--- src/rtl/fp_pkg.sv ---
// Shared constants and enums for the binary32 multiplier back end.
package fp_pkg;

    localparam int unsigned BIAS    = 127;
    localparam int unsigned EXP_MAX = 255;
    localparam logic [31:0] QNAN    = 32'h7FC00000;

    typedef enum logic [1:0] {
        ClsNormal = 2'b00,
        ClsZero   = 2'b01,
        ClsInf    = 2'b10,
        ClsNan    = 2'b11
    } special_e;

    typedef enum logic [2:0] {
        StIdle,
        StNorm,
        StRound,
        StPack,
        StDone
    } state_e;

endpackage

--- src/rtl/fmul_round_rne.sv ---
// Round-to-nearest-even on a 23-bit fraction with guard and sticky bits.
module fmul_round_rne (
    input  logic [22:0] mant_i,
    input  logic        guard_i,
    input  logic        sticky_i,
    output logic [22:0] mant_o,
    output logic        carry_o,
    output logic        inexact_o
);

    logic inc;

    assign inc = guard_i & (sticky_i | mant_i[0]);
    // All-ones fraction wraps to zero; the carry bumps the exponent upstream.
    assign {carry_o, mant_o} = {1'b0, mant_i} + {23'd0, inc};
    assign inexact_o = guard_i | sticky_i;

endmodule

--- src/rtl/fmul_norm_round_pack.sv ---
// Normalise, round (RNE) and pack a 48-bit mantissa product into binary32.
module fmul_norm_round_pack
    import fp_pkg::*;
(
    input  logic        clk,
    input  logic        rst,
    input  logic        start_i,
    input  logic        set_ack_i,
    input  logic [47:0] product_i,
    input  logic        sign_a_i,
    input  logic        sign_b_i,
    input  logic [7:0]  exp_a_i,
    input  logic [7:0]  exp_b_i,
    input  logic [1:0]  special_i,
    output logic [31:0] result_o,
    output logic        ack_o,
    output logic        overflow_o,
    output logic        underflow_o,
    output logic        inexact_o
);

    state_e             state_q;
    logic [47:0]        prod_q;
    logic               sign_q;
    logic [7:0]         exp_a_q, exp_b_q;
    special_e           cls_q;
    logic signed [9:0]  e_q;
    logic [22:0]        mant_q;
    logic               guard_q, sticky_q, rinx_q;
    logic [31:0]        pres_q;
    logic               povf_q, punf_q, pinx_q;
    logic [31:0]        result_q;
    logic               ack_q, ovf_q, unf_q, inx_q;

    logic signed [9:0]  e_norm;
    logic [22:0]        mant_rnd;
    logic               carry_rnd, inx_rnd;
    logic [31:0]        pack_res;
    logic               pack_ovf, pack_unf, pack_inx;

    always_comb begin
        e_norm = $signed({2'b00, exp_a_q} + {2'b00, exp_b_q} - 10'(BIAS)
                         + {9'd0, prod_q[47]});
    end

    fmul_round_rne u_round (
        .mant_i    (mant_q),
        .guard_i   (guard_q),
        .sticky_i  (sticky_q),
        .mant_o    (mant_rnd),
        .carry_o   (carry_rnd),
        .inexact_o (inx_rnd)
    );

    always_comb begin
        pack_res = 32'h0;
        pack_ovf = 1'b0;
        pack_unf = 1'b0;
        pack_inx = 1'b0;
        unique case (cls_q)
            ClsZero: pack_res = {sign_q, 31'h0};
            ClsInf:  pack_res = {sign_q, 8'hFF, 23'h0};
            ClsNan:  pack_res = QNAN;
            default: begin
                pack_inx = rinx_q;
                if (e_q >= $signed(10'(EXP_MAX))) begin
                    pack_res = {sign_q, 8'hFF, 23'h0};
                    pack_ovf = 1'b1;
                    pack_inx = 1'b1;
                end else if (e_q <= 10'sd0) begin
                    pack_res = {sign_q, 31'h0};
                    pack_unf = 1'b1;
                end else begin
                    pack_res = {sign_q, e_q[7:0], mant_q};
                end
            end
        endcase
    end

    always_ff @(posedge clk or posedge rst) begin
        if (rst) begin
            state_q  <= StIdle;
            prod_q   <= '0;
            sign_q   <= 1'b0;
            exp_a_q  <= '0;
            exp_b_q  <= '0;
            cls_q    <= ClsNormal;
            e_q      <= '0;
            mant_q   <= '0;
            guard_q  <= 1'b0;
            sticky_q <= 1'b0;
            rinx_q   <= 1'b0;
            pres_q   <= '0;
            povf_q   <= 1'b0;
            punf_q   <= 1'b0;
            pinx_q   <= 1'b0;
            result_q <= '0;
            ack_q    <= 1'b0;
            ovf_q    <= 1'b0;
            unf_q    <= 1'b0;
            inx_q    <= 1'b0;
        end else begin
            unique case (state_q)
                StIdle: begin
                    if (start_i) begin
                        prod_q  <= product_i;
                        sign_q  <= sign_a_i ^ sign_b_i;
                        exp_a_q <= exp_a_i;
                        exp_b_q <= exp_b_i;
                        cls_q   <= special_e'(special_i);
                        ovf_q   <= 1'b0;
                        unf_q   <= 1'b0;
                        inx_q   <= 1'b0;
                        state_q <= StNorm;
                    end
                end
                StNorm: begin
                    e_q <= e_norm;
                    if (prod_q[47]) begin
                        mant_q   <= prod_q[46:24];
                        guard_q  <= prod_q[23];
                        sticky_q <= |prod_q[22:0];
                    end else begin
                        mant_q   <= prod_q[45:23];
                        guard_q  <= prod_q[22];
                        sticky_q <= |prod_q[21:0];
                    end
                    state_q <= StRound;
                end
                StRound: begin
                    mant_q  <= mant_rnd;
                    e_q     <= e_q + 10'(carry_rnd);
                    rinx_q  <= inx_rnd;
                    state_q <= StPack;
                end
                StPack: begin
                    pres_q  <= pack_res;
                    povf_q  <= pack_ovf;
                    punf_q  <= pack_unf;
                    pinx_q  <= pack_inx;
                    state_q <= StDone;
                end
                StDone: begin
                    // Publish on the edge after entering DONE; set_ack wins over start.
                    if (set_ack_i) begin
                        ack_q   <= 1'b0;
                        state_q <= StIdle;
                    end else begin
                        ack_q    <= 1'b1;
                        result_q <= pres_q;
                        ovf_q    <= povf_q;
                        unf_q    <= punf_q;
                        inx_q    <= pinx_q;
                    end
                end
                default: state_q <= StIdle;
            endcase
        end
    end

    assign result_o    = result_q;
    assign ack_o       = ack_q;
    assign overflow_o  = ovf_q;
    assign underflow_o = unf_q;
    assign inexact_o   = inx_q;

endmodule

--- config.mk ---
export PLATFORM = sky130hd
export DESIGN_NAME = fmul_norm_round_pack
export DESIGN_NICKNAME = d
export VERILOG_FILES = /design/src/rtl/fp_pkg.sv /design/src/rtl/fmul_round_rne.sv /design/src/rtl/fmul_norm_round_pack.sv
export SDC_FILE = /design/constraint.sdc
export NUM_CORES = 1
export LEC_CHECK = 0
export CELL_PAD_IN_SITES_DETAIL_PLACEMENT = 1
export CELL_PAD_IN_SITES_GLOBAL_PLACEMENT = 1
export CORE_UTILIZATION = 43
export CTS_BUF_LIST = sky130_fd_sc_hd__clkbuf_16
export DETAILED_ROUTE_END_ITERATION = 6
export GPL_TIMING_DRIVEN = 0
export PLACE_DENSITY = 0.91
export RECOVER_POWER = 50
export SLEW_MARGIN = 20
export SYNTH_ARGS = -nofsm -noshare
export SYNTH_HDL_FRONTEND = slang
export SYNTH_SLANG_ARGS = --single-unit
--- constraint.sdc ---
create_clock -name clk -period 6.7 [get_ports clk]
set_clock_uncertainty 0.05 [all_clocks]
set_input_delay 1.34 -clock clk [delete_from_list [all_inputs] [get_ports clk]]
set_output_delay 1.34 -clock clk [all_outputs]
set_load 0.02 [all_outputs]
==> reports/metrics.yaml <==
status: "finished clean"
cts_buffer_depth: 2
vias_per_cell: 5.463
place_congestion: 0.8582
diodes: 0
fin_area_um2: 10320
die-area_um2: 19920
critical_path.max_stage_delay_ps: 440
grt_pass1_vias: 7599
cts.sinks: 177
rsz0062_at_grt: "false"
avgRoutedWirePerCell_um: 18.87
grt_remaining_overflow: 0
grt_max_degree: 103
drive_above_1_share_pct: 8.366
ys_seq_elements: 177
fmax_mhz: 291.3
htreeDepth: 4
clk_latency_ps: 430
slew_viol_final: 0
synthFlopType: "dfrtp_1"
synth_nets: 970
wirelength_um: 24080
dp_hpwl_um: 17320
clkTransAtPathRegs_ps: 70
area_growth_pct: 24.03
ios: 108
cp_num_buf_inv: 5
async_flop_share_pct: 100.0
dieHeight_um: 141.1
slew-limit-headroom_pct: 49.90
ys_types: 54
cp.required_ps: 6930
synth_warnings: 0
postPlaceCellArea_um2: 9756
cp-end-kind: "flop"
crit_type: "reg2reg"
core.rowCount: 50
power_leakage_nw: 4.623
ctsResizeCount: 0
final.setup.tns_ps: 0
cp.arrival_ps: 3670
crit_chain: "buf_2, buf_1, buf_2, inv_1, ha_1, inv_1, ha_1, fa_1, nand3_1, nand2_1, a31oi_1, xor2_1, a21oi_1"
cap_viol_max_count: 0
vias: 6971
first_pass_iters: 4
start_util_pct: 44.21
min_period_ps: 3432
core_area_um2: 18830
drt_iter0_markers: 427
cts_tree: "yes"
grt_pass1_wl_um: 39650
setup.worst_path.start_class: "flop"
multi_input_area_um2: 3616
ant_nets: 0
slowest_stage: "buf_1"
final-seq-area_um2: 4429
fin_util_pct: 54.83
fin_cells: 1276
seq_area_frac_synth_pct: 53.21
numCtsBuffers: 17
fillers: 2170
synth_cells: 877
setup_violations: 0
ir_drop_mv: 0.2383
hold_class: "reg2reg"
layout.nets: 1097
hold_violations: 0
drc_errors: 0
root_buffer: "clkbuf_16"
postSynthAreaPerCell_um2: 9.492
ctsHoldBuffers: 0
synth_edf_count: 0
cp_max_fo: 10
place_inst: 1245
post_cts_buffers: 0
period_share_pct: 51.23
syn_area_um2: 8324
critical_path.top_delay_family: "buffers and inverters"
powerDensity_nw_per_um2: 518.7
max_slew.worst_pin.slew_ps: 745.8
grt_antenna_before_repair: 0
grt_usage_pct: 25.84
portBuffers: 107
chipWidth_um: 141.1
-- cell families after synthesis --
logic type	synth area share [%]
flops	53.21
simple gates	20.86
compound gates	11.83
fa+ha+maj	3.247
buf+inv	3.307
mux	6.493
xor+xnor	1.052
-- state kept, by name, summed over array words and instances (netlist names), 2 cells and up --
name      count
e_q          10
exp_a_q       8
mant_q       23
pres_q       32
result_o     32
prod_q       48
exp_b_q       8
cls_q         2
state_q       3
-- final timing paths --
check	to	from	depth (start not counted)	slack, ps
worst max-delay path	e_q[6]$_DFFE_PP0P_	prod_q[47]$_DFFE_PP0P_	13	3270
worst min-delay path	prod_q[19]$_DFFE_PP0P_	prod_q[19]$_DFFE_PP0P_	2	430
worst max register to register	e_q[6]$_DFFE_PP0P_	prod_q[47]$_DFFE_PP0P_	13	3270
worst min register to register	prod_q[19]$_DFFE_PP0P_	prod_q[19]$_DFFE_PP0P_	2	430
max in group asynchronous	exp_b_q[5]$_DFFE_PP0P_	rst	3	4250
min in group asynchronous	result_o[10]$_DFFE_PP0P_	rst	2	1510
-- placed cells by master, fill, tap and decap left out, types with 9 or more instances in the layout --
cell type        count
inv_1               11
clkbuf_1            39
a21oi_1             37
mux2_2              35
nand2_1            276
nor2b_1             15
mux2i_1             12
nand3_1             18
a31oi_1             16
clkbuf_16           17
nor3_1              13
and3_1              10
a211oi_1            19
o21ai_0             44
nor4_1              10
ha_1                20
clkdlybuf4s50_1    104
dfrtp_1            177
nor2_1              27
nand4_1              9
-- worst register-to-register path: cells and delay by family, from the launching register on --
family                   cells  cell delay, ps
buffers and inverters        5            1210
adder cells (fa/ha/maj)      3             920
XOR/XNOR                     1             210
AND/OR/NAND/NOR              2             260
AO/OA/AOI/OAI                2             310
flip-flops                   1             330
-- Yosys cell counts (2+ instances only) --
| cell type | count | area (µm²) |
|---|---|---|
| nor2b_1 | 15 | 93.84 |
| and3_1 | 10 | 62.56 |
| a31oi_1 | 16 | 100.1 |
| nand4_1 | 9 | 56.30 |
| buf_2 | 19 | 95.09 |
| nor3_1 | 13 | 65.06 |
| o21ai_0 | 44 | 220.2 |
| xor2_1 | 6 | 52.55 |
| a21o_1 | 3 | 22.52 |
| nor2_1 | 27 | 101.4 |
| and4_1 | 4 | 35.03 |
| clkbuf_1 | 22 | 82.58 |
| nor4_1 | 10 | 62.56 |
| mux2_2 | 36 | 405.4 |
| buf_4 | 2 | 15.01 |
| a211oi_1 | 19 | 142.6 |
| a21oi_1 | 37 | 185.2 |
| or3_1 | 2 | 12.51 |
| o21ai_1 | 6 | 30.03 |
| dfrtp_1 | 177 | 4429 |
| o41ai_1 | 2 | 17.52 |
| o22ai_1 | 6 | 37.54 |
| inv_2 | 2 | 7.510 |
| inv_1 | 11 | 41.29 |
| and2_1 | 3 | 18.77 |
| o21a_1 | 2 | 15.01 |
| a221oi_1 | 2 | 17.52 |
| o31ai_1 | 3 | 22.52 |
| buf_1 | 9 | 33.78 |
| o221a_1 | 2 | 22.52 |
| nand3_1 | 18 | 90.09 |
| mux2i_1 | 12 | 120.1 |
| o221a_2 | 4 | 45.04 |
| xnor2_1 | 4 | 35.03 |
| nand2_1 | 276 | 1036 |
| ha_1 | 20 | 250.2 |
| a311oi_1 | 6 | 52.55 |
| and3b_1 | 2 | 17.52 |
-- power by group --
| part | leakage, nW | switching, mW | internal, mW | total, mW |
|---|---|---|---|---|
| registers | 2.22 | 0.396 | 1.55 | 1.95 |
| logic | 2.12 | 1.46 | 0.930 | 2.39 |
| clock network | 0.284 | 0.433 | 0.584 | 1.02 |
-- cell type report --
| cell class | count | share of cell area [%] |
|---|---|---|
| Timing Repair Buffer | 108 | 10.64 |
| Multi-Input combinational cell | 635 | 35.02 |
| Buffer | 52 | 2.024 |
| Tap cell | 260 | 3.151 |
| Sequential cell | 177 | 42.90 |
| Clock buffer | 17 | 4.120 |
| Inverter | 13 | 0.5453 |
| Clock inverter | 14 | 1.600 |
-- per-layer routing --
layer | global-route usage (%) | vias to the layer above | wire length (µm)
met3 | 5.299 | 61 | 1097
met5 | 0 | - | 0
met2 | 44.61 | 209 | 12060
met1 | 31.04 | 3423 | 10170
met4 | 11.73 | 0 | 756
li1 | - | 3278 | -
-- metrics by stage --
stage	setup WS [ps]	total power [mW]	hold WS, ps
4_1_cts	3286	5.383	431.5
5_1_grt	3006	5.711	446.7
6_report	3268	5.355	426.2
2_1_floorplan	508.1	3.447	383.1
3_3_place_gp	-1801	4.126	407.9
3_5_place_dp	3354	4.307	414.8
Power figures use the tool's default switching activity.
